File: src/rtl/qr_ctrl_pkg.sv
// ---------------------------------------------------------------------------
// qr_ctrl_pkg
// Shared types and helpers for the QR-core buffer controllers.
//   seq_state_t    : sequencer state encoding
//   DEFAULT_N_COLS : default number of matrix columns / column buffers
//   MAX_COLS       : widest one-hot vector the onehot() helper can build
//   onehot()       : idx -> one-hot vector, all-zero when idx is outside [0, n)
// ---------------------------------------------------------------------------
package qr_ctrl_pkg;

    localparam int DEFAULT_N_COLS = 3;
    localparam int MAX_COLS       = 32;

    typedef enum logic [2:0] {
        IDLE,
        LOAD,
        LOAD_GAP,
        READY,
        READ,
        READ_GAP
    } seq_state_t;

    // Callers size-cast the result down to their own column count.
    function automatic logic [MAX_COLS-1:0] onehot(input int idx, input int n);
        logic [MAX_COLS-1:0] v;
        v = '0;
        if (idx >= 0 && idx < n && idx < MAX_COLS) begin
            v = {{(MAX_COLS-1){1'b0}}, 1'b1} << idx;
        end
        return v;
    endfunction

endpackage

File: src/rtl/qr_seq_watchdog.sv
// ---------------------------------------------------------------------------
// qr_seq_watchdog
// Handshake watchdog for QR-core controllers. Counts cycles while enable is
// high; timeout is raised combinationally during the (2^WDOG_W-1)-th
// consecutive enabled cycle, so the controller can abort on that same edge.
// Ports:
//   clk     : clock
//   reset   : synchronous active-high reset
//   enable  : a guarded handshake is in progress this cycle
//   clear   : restart the count (controller is outside a guarded state)
//   timeout : limit reached this cycle
// ---------------------------------------------------------------------------
module qr_seq_watchdog #(
    parameter int WDOG_W = 4
) (
    input  logic clk,
    input  logic reset,
    input  logic enable,
    input  logic clear,
    output logic timeout
);

    // cnt_reg holds the number of enabled cycles already completed, so the
    // current cycle is number cnt_reg+1; the limit is hit when that equals
    // 2^WDOG_W-1.
    localparam logic [WDOG_W-1:0] LAST_CNT = WDOG_W'((2 ** WDOG_W) - 2);

    logic [WDOG_W-1:0] cnt_reg;
    logic [WDOG_W-1:0] cnt_next;

    assign timeout = enable && !clear && (cnt_reg == LAST_CNT);

    always_comb begin
        cnt_next = cnt_reg;
        if (clear) begin
            cnt_next = '0;
        end else if (enable && !timeout) begin
            cnt_next = cnt_reg + WDOG_W'(1);
        end
    end

    always_ff @(posedge clk) begin
        if (reset) begin
            cnt_reg <= '0;
        end else begin
            cnt_reg <= cnt_next;
        end
    end

endmodule

File: src/rtl/qr_buffer_sequencer.sv
// ---------------------------------------------------------------------------
// qr_buffer_sequencer
// Sequences a bank of N_COLS column buffers for the QR core: loads columns
// one after another, serves single-column read requests, tracks consumed
// columns and aborts any buffer handshake that stalls. No matrix data here.
// Ports:
//   clk, reset         : clock, synchronous active-high reset
//   mat_start          : pulse, start loading a new matrix (IDLE only)
//   col_req / col_idx  : QR core column request (level) and column index
//   done_load          : per-buffer load-complete flags
//   done_read_vector   : per-buffer read-complete flags
//   start_write        : one-hot load strobe; also upstream write-select
//   start_read         : one-hot read strobe
//   busy, mat_loaded   : not IDLE / in READY
//   col_grant          : pulse, request accepted (with first start_read)
//   col_done           : pulse, granted column fully read
//   mat_consumed       : pulse, every column read once
//   err                : pulse, watchdog timeout or illegal request
// ---------------------------------------------------------------------------
module qr_buffer_sequencer
    import qr_ctrl_pkg::*;
#(
    parameter int N_COLS = DEFAULT_N_COLS,
    parameter int IDX_W  = $clog2(N_COLS),
    parameter int WDOG_W = 4
) (
    input  logic              clk,
    input  logic              reset,
    input  logic              mat_start,
    input  logic              col_req,
    input  logic [IDX_W-1:0]  col_idx,
    input  logic [N_COLS-1:0] done_load,
    input  logic [N_COLS-1:0] done_read_vector,
    output logic [N_COLS-1:0] start_write,
    output logic [N_COLS-1:0] start_read,
    output logic              busy,
    output logic              mat_loaded,
    output logic              col_grant,
    output logic              col_done,
    output logic              mat_consumed,
    output logic              err
);

    seq_state_t        state_reg, state_next;
    logic [IDX_W-1:0]  wr_idx_reg, wr_idx_next;
    logic [IDX_W-1:0]  rd_idx_reg, rd_idx_next;
    logic [N_COLS-1:0] rd_mask_reg, rd_mask_next;

    logic [N_COLS-1:0] start_write_reg, start_write_next;
    logic [N_COLS-1:0] start_read_reg, start_read_next;
    logic              col_grant_reg, col_grant_next;
    logic              col_done_reg, col_done_next;
    logic              mat_consumed_reg, mat_consumed_next;
    logic              err_reg, err_next;

    // Transition events raised by the next-state logic.
    logic grant_evt, done_evt, err_evt;

    // ---------------------------------------------------------------
    // Per-column decode: done flags only count on the active buffer;
    // request index decoded once for the consumed-column lookup.
    // ---------------------------------------------------------------
    logic [N_COLS-1:0] load_hit;
    logic [N_COLS-1:0] read_hit;
    logic [N_COLS-1:0] req_sel;

    genvar gi;
    generate
        for (gi = 0; gi < N_COLS; gi++) begin : g_col
            assign load_hit[gi] = done_load[gi]        && (wr_idx_reg == IDX_W'(gi));
            assign read_hit[gi] = done_read_vector[gi] && (rd_idx_reg == IDX_W'(gi));
            assign req_sel[gi]  = (col_idx == IDX_W'(gi));
        end
    endgenerate

    logic load_done, read_done, req_in_range, req_legal;

    assign load_done    = |load_hit;
    assign read_done    = |read_hit;
    assign req_in_range = ({1'b0, col_idx} < (IDX_W+1)'(N_COLS));
    // A consumed column cannot be re-read: its buffer FIFO is already drained.
    assign req_legal    = req_in_range && ((rd_mask_reg & req_sel) == '0);

    // ---------------------------------------------------------------
    // Watchdog guards the LOAD and READ handshakes only.
    // ---------------------------------------------------------------
    logic wdog_enable, wdog_timeout;

    assign wdog_enable = (state_reg == LOAD) || (state_reg == READ);

    qr_seq_watchdog #(
        .WDOG_W (WDOG_W)
    ) u_watchdog (
        .clk     (clk),
        .reset   (reset),
        .enable  (wdog_enable),
        .clear   (!wdog_enable),
        .timeout (wdog_timeout)
    );

    // ---------------------------------------------------------------
    // State register (also holds indices, mask and registered outputs)
    // ---------------------------------------------------------------
    always_ff @(posedge clk) begin
        if (reset) begin
            state_reg        <= IDLE;
            wr_idx_reg       <= '0;
            rd_idx_reg       <= '0;
            rd_mask_reg      <= '0;
            start_write_reg  <= '0;
            start_read_reg   <= '0;
            col_grant_reg    <= 1'b0;
            col_done_reg     <= 1'b0;
            mat_consumed_reg <= 1'b0;
            err_reg          <= 1'b0;
        end else begin
            state_reg        <= state_next;
            wr_idx_reg       <= wr_idx_next;
            rd_idx_reg       <= rd_idx_next;
            rd_mask_reg      <= rd_mask_next;
            start_write_reg  <= start_write_next;
            start_read_reg   <= start_read_next;
            col_grant_reg    <= col_grant_next;
            col_done_reg     <= col_done_next;
            mat_consumed_reg <= mat_consumed_next;
            err_reg          <= err_next;
        end
    end

    // ---------------------------------------------------------------
    // Next-state logic. Priority inside a state: watchdog, then the
    // active done flag, then a new request.
    // ---------------------------------------------------------------
    always_comb begin
        state_next   = state_reg;
        wr_idx_next  = wr_idx_reg;
        rd_idx_next  = rd_idx_reg;
        rd_mask_next = rd_mask_reg;
        grant_evt    = 1'b0;
        done_evt     = 1'b0;
        err_evt      = 1'b0;

        case (state_reg)
            IDLE: begin
                if (mat_start) begin
                    state_next  = LOAD;
                    wr_idx_next = '0;
                end
            end
            LOAD: begin
                if (wdog_timeout) begin
                    state_next   = IDLE;
                    rd_mask_next = '0;
                    err_evt      = 1'b1;
                end else if (load_done) begin
                    state_next = LOAD_GAP;
                end
            end
            LOAD_GAP: begin
                // One idle cycle lets the buffer see start_write low and re-arm.
                if (wr_idx_reg == IDX_W'(N_COLS - 1)) begin
                    state_next   = READY;
                    rd_mask_next = '0;
                end else begin
                    state_next  = LOAD;
                    wr_idx_next = wr_idx_reg + IDX_W'(1);
                end
            end
            READY: begin
                if (col_req) begin
                    if (req_legal) begin
                        state_next  = READ;
                        rd_idx_next = col_idx;
                        grant_evt   = 1'b1;
                    end else begin
                        err_evt = 1'b1;
                    end
                end
            end
            READ: begin
                if (wdog_timeout) begin
                    state_next   = IDLE;
                    rd_mask_next = '0;
                    err_evt      = 1'b1;
                end else if (read_done) begin
                    state_next   = READ_GAP;
                    rd_mask_next = rd_mask_reg | read_hit;
                    done_evt     = 1'b1;
                end
            end
            READ_GAP: begin
                // A request still held here is evaluated only once back in READY.
                if (&rd_mask_reg) begin
                    state_next   = IDLE;
                    rd_mask_next = '0;
                end else begin
                    state_next = READY;
                end
            end
            default: begin
                state_next = IDLE;
            end
        endcase
    end

    // ---------------------------------------------------------------
    // Output logic: next values of the registered outputs, so strobes
    // and pulses change on the same edge as the state they belong to.
    // ---------------------------------------------------------------
    always_comb begin
        start_write_next  = '0;
        start_read_next   = '0;
        col_grant_next    = grant_evt;
        col_done_next     = done_evt;
        // Reported alongside the col_done of the last column.
        mat_consumed_next = done_evt && (&rd_mask_next);
        err_next          = err_evt;

        if (state_next == LOAD) begin
            start_write_next = N_COLS'(onehot(int'(wr_idx_next), N_COLS));
        end
        if (state_next == READ) begin
            start_read_next = N_COLS'(onehot(int'(rd_idx_next), N_COLS));
        end
    end

    assign start_write  = start_write_reg;
    assign start_read   = start_read_reg;
    assign busy         = (state_reg != IDLE);
    assign mat_loaded   = (state_reg == READY);
    assign col_grant    = col_grant_reg;
    assign col_done     = col_done_reg;
    assign mat_consumed = mat_consumed_reg;
    assign err          = err_reg;

endmodule

File: config.mk
export PLATFORM = sky130hd
export DESIGN_NAME = qr_buffer_sequencer
export DESIGN_NICKNAME = d
export VERILOG_FILES = /design/src/rtl/qr_ctrl_pkg.sv /design/src/rtl/qr_seq_watchdog.sv /design/src/rtl/qr_buffer_sequencer.sv
export SDC_FILE = /design/constraint.sdc
export NUM_CORES = 1
export LEC_CHECK = 0
export BUFFER_PORTS_ARGS = -buffer_cell sky130_fd_sc_hd__clkbuf_2
export CORE_MARGIN = 2
export CORE_UTILIZATION = 30
export DETAILED_ROUTE_END_ITERATION = 10
export GPL_TIMING_DRIVEN = 1
export PLACE_DENSITY = 0.48
export SLEW_MARGIN = 20
export SYNTH_ARGS = -nofsm -noshare
export SYNTH_HDL_FRONTEND = slang
export SYNTH_SLANG_ARGS = --single-unit
File: constraint.sdc
create_clock -name clk -period 3.75 [get_ports clk]
set_input_delay 0.375 -clock clk [delete_from_list [all_inputs] [get_ports clk]]
set_output_delay 0.375 -clock clk [all_outputs]
set_load 0.01 [all_outputs]
Yosys cells after proc, flatten, opt, wreduce, memory -nomap -nowiden
Cells that the tools add are included.

Register bits: 24. Bits of input ports: 12. Output and inout bits: 12. Word-level logic and storage cells: 98.

Add/sub/neg operators: 2. $lt $le $gt $ge: 3. Equality and inequality tests: 14. Shift operators: 2. Muxes and demuxes: 30. Bitwise operators: 9. Reductions and logical operators: 27.

Operators by type and width (count): two-way mux 3 bit (12); case mux 3 bit (6 select lines) (1); OR reduction 3 bit (5); two-way mux 2 bit (7); case mux 3 bit (4 select lines) (1); logical AND 1 bit (10); equality test 3 bit (second input constant) (3); two-way mux 1 bit (7); inverter 1 bit (7); equality test 2 x 1 -> 1 bit (second input constant) (3); equality test 2 bit (second input constant) (3); equality test 3 x 1 -> 1 bit (second input constant) (2); equality test 3 x 2 -> 1 bit (second input constant) (2); logical NOT 2 bit (3); logical NOT 3 bit (2); less-than comparator 2 bit (second input constant) (3); AND reduction 3 bit (2); left shift 1 x 2 -> 3 bit (first input constant) (2); adder 4 x 1 -> 4 bit (second input constant) (1); equality test 4 bit (second input constant) (1); case mux 2 bit (2 select lines) (1); OR reduction 2 bit (2); AND 3 bit (1); OR 3 bit (1); other kinds (5) (5).

Depth between registers and ports, before layout
Word-level depth: 10. Mapped depth: 7. Mapped depth without buffers: 6.

Hierarchy
From an unflattened synthesis, not the netlist that was laid out.

Cells, all modules: 144. Area total of the unflattened synthesis: 1335.0 um^2.

By module, submodules not included: qr_buffer_sequencer (instances 1, cells an instance 119, area each 1119.8 um^2, seq. area each 400.4 um^2); qr_seq_watchdog (instances 1, cells an instance 25, area each 215.2 um^2, seq. area each 80.1 um^2).

Least setup slack after synthesis
No wires, ideal clock.

Kind: register to register. Start: reg wr_idx_reg[0]. End: reg start_write_reg[1] (netlist: start_write[1]). Library setup time: 0.096 ns. Arrival time: 1.586 ns. Required time: 3.654 ns. Path slack: 2.068 ns. Stages on the path, launching flop included: 7. Path buffers: 0. Clock period less this slack: 1.682 ns. Path through: dfxtp_1 -> inv_1 -> ha_1 -> a222oi_1 -> nor3b_1 -> a211oi_2 -> nor4b_1.

Longest elaborated chain between the ends: 9. Elaborated cells between the ends (all ways): 21. Classes of those cells: 1 x add/sub; 1 x order compare; 3 x eq/ne; 1 x shift; 7 x mux; 2 x bitwise; 6 x reduce/logical.

RTL lines: start: declaration (line qr_buffer_sequencer.sv:45) `logic [IDX_W-1:0] wr_idx_reg, wr_idx_next;`; start signal: assignment (line qr_buffer_sequencer.sv:118) `wr_idx_reg <= wr_idx_next;`; equality test 2 x 1 -> 1 bit (tied with other cells) (line qr_buffer_sequencer.sv:70) `assign load_hit[gi] = done_load[gi] && (wr_idx_reg == IDX_W'(gi));`; logical AND 1 bit (line qr_buffer_sequencer.sv:70); OR reduction 3 bit (line qr_buffer_sequencer.sv:78) `assign load_done = |load_hit;`; two-way mux 3 bit (line qr_buffer_sequencer.sv:155) `end else if (load_done) begin`; two-way mux 3 bit (line qr_buffer_sequencer.sv:151) `if (wdog_timeout) begin`; case mux 3 bit (6 select lines) (line qr_buffer_sequencer.sv:143) `case (state_reg)`; equality test 3 x 1 -> 1 bit (line qr_buffer_sequencer.sv:219) `if (state_next == LOAD) begin`; inverter 1 bit (no source line); OR reduction 3 bit (no source line); end signal: assignment (line qr_buffer_sequencer.sv:121) `start_write_reg <= start_write_next;`; end: declaration (line qr_buffer_sequencer.sv:49) `logic [N_COLS-1:0] start_write_reg, start_write_next;`.

Several ways; a longest one is shown, not always the timed one. A chain may end at the register's enable or synchronous reset.

Final worst setup path
Start: reg wr_idx_reg[0]. End: reg start_write_reg[2] (netlist: start_write[2]).

Same word-level chain as after synthesis.

==> results.toml <==
[placed_design]
place_ws_ns = 1.74
dp.cells = 212
io_buffers = 23
dp_hpwl_um = 2290
placed_area_um2 = 1410
finalWeightedCongestion = 0.789

[sta]
fmax_mhz = 493
setup_tns_ns = 0
timing.hold.ws_ns = 0.392
min_period_ns = 2.03
worst_clock_skew_ns = 0.00522
max_slew_margin = 0.562
fin_ws_ns = 1.72
rsz0062_at_grt = "false"
hold_viol_final = 0
worst_pin_slew_ns = 0.656
setup_viol = 0
post-route-period-util = 0.541
drv_slew = 0

[yosys]
ys.flop_type = "dfxtp_1"
synth_area_um2 = 1270
synth_area_per_cell_um2 = 8.75
ys_async_sr_fraction = 0
yosysWarningCount = 0
seq_area_frac_synth = 0.379
synth_edf_count = 0
synth_seq_cells = 24
synth.distinct_cells = 48
syn_nets = 162
syn_inst = 145

[power_and_ir_drop]
clockPowerShare = 0.411
switching_share = 0.225
leakagePower_nw = 0.593
seq_power_share = 0.486
internal_power_mw = 0.427
switching_power_mw = 0.124
vdd_ir_drop_max_mv = 0.144
total_power_mw = 0.551
pwr-share-comb = 0.103
powerDensity_nw_per_um2 = 371

[outcome]
run_status = "complete, no violations"

[clock_network]
post_cts_buffers = 0
cts-root-buf = "clkbuf_8"
clk_latency_ns = 0.27
cts_buffers = 3
cts_tree = "yes"
cts_hold_buf = 0
cts_num_sinks = 24
cts-resized-gates = 0
clockBufferDepth = 2
clk_pin_slew_ns = 0.09
cts.htree.levels = 1

[hold_path]
hp-start = "done_read_vector[0]"
min_path_type = "primary input to flop"

[routing]
route.detailed.drc = 0
wirelength_um = 3050
vias_per_cell = 5.33
firstDrtPassIters = 4
first_iter_violations = 41
wl_per_cell_um = 14.1
detail-route-antenna-nets = 0
vias = 1151

[setup_path]
critPathLaunchType = "flop"
critPathRequiredTime_ns = 3.92
r2r_start = "wr_idx_reg[0]"
end_kind = "flop"
critical_path_class = "flop to flop"
arrival_ns = 2.20
r2r_slack_ns = 1.72
r2r_end = "start_write[2]"
worstRegToRegCells = 6
crit_fanout = 4
critPathCapture = "start_write[2]"
critPathLaunch = "wr_idx_reg[0]"

[global_routing]
grt_max_degree = 21
grt_pass1_vias = 1122
grt_pass1_wl_um = 5280
antenna_found_initial = 0
grt-ovfl-total = 0
track_usage = 0.134

[floorplan]
core_um2 = 4030
die_y_um = 69.0
die_w_um = 69.0
start_util = 0.315
rows = 23
die_area_um2 = 4770
ios = 24

[finish]
final_cell_mix = "dfxtp_1, clkbuf_2, nor2_1"
final_common_cell = "dfxtp_1"
antenna_cells = 0
final_util = 0.368
area_growth_pct = 16.9
layout.cells.non_filler = 216
largest_reg_flops = 4
final_area_um2 = 1480
fin_nets = 184
drive_gt1_frac = 0.235

[job]
cap_violations = 0
kinds of logic after synthesis:
| logic type | after synthesis | synth area share |
|---|---|---|
| buf+inv | 14 | 0.0513 |
| simple gates | 58 | 0.265 |
| fa+ha+maj | 5 | 0.0493 |
| compound gates | 38 | 0.210 |
| xor+xnor | 3 | 0.0207 |
| mux | 3 | 0.0247 |
| flops | 24 | 0.379 |
worst min-delay path by stage:
stage,to,depth (start not counted)
finish,rd_mask_reg[0],3
global placement,u_watchdog.cnt_reg[0],2
CTS,rd_mask_reg[0],3
global route,rd_mask_reg[1],3
detailed placement,u_watchdog.cnt_reg[0],2
floorplan,u_watchdog.cnt_reg[0],2
critical path: stages, from the launching register on:
cell	delay [ns]
dfxtp_1	0.37
inv_1	0.08
ha_1	0.24
a222oi_1	0.43
nor3b_1	0.36
a211oi_2	0.12
nor4b_1	0.33
final cells by class:
cell class / count / area, um2
fill: 438 / 2550
multi-input combinational: 107 / 723
sequential: 24 / 480
timing repair buffer: 23 / 115
tap: 50 / 62.6
clock buffer: 3 / 41.3
clock inverter: 1 / 30.0
inverter: 8 / 30.0
layer usage:
metal	up-vias	part of all wire	routed length (um)	GRT usage
li1	587	-	-	-
met5	-	0	0	0
met1	525	0.51	1540	0.189
met4	0	0	0	0.0392
met3	0	0.056	171	0.0263
met2	39	0.44	1340	0.207
synthesized netlist by cell type (2+ instances only):
cell type,instances,area (um2)
a21oi_1,8,40.0
nor4_1,4,25.0
o21ai_0,8,40.0
a211oi_1,4,30.0
or3b_1,2,17.5
nor3_1,4,20.0
nand2_1,8,30.0
and2_1,2,12.5
nor3b_1,2,15.0
buf_2,4,20.0
nand3_1,5,25.0
nor4b_1,2,17.5
xnor2_1,3,26.3
ha_1,5,62.6
or2_2,2,12.5
inv_1,8,30.0
mux2i_1,2,20.0
a31oi_1,5,31.3
nor2_1,13,48.8
nand3b_1,3,22.5
dfxtp_1,24,480
power groups by stage:
stage / clock network (mW) / logic [mW] / registers, mW
after floorplan: 0 / 0.0419 / 0.269
after global placement: 0 / 0.0564 / 0.273
after detailed placement: 0 / 0.0568 / 0.274
after CTS: 0.232 / 0.0569 / 0.268
after global routing: 0.241 / 0.0635 / 0.269
final: 0.226 / 0.0566 / 0.268
(Power assumes the default switching activity.)
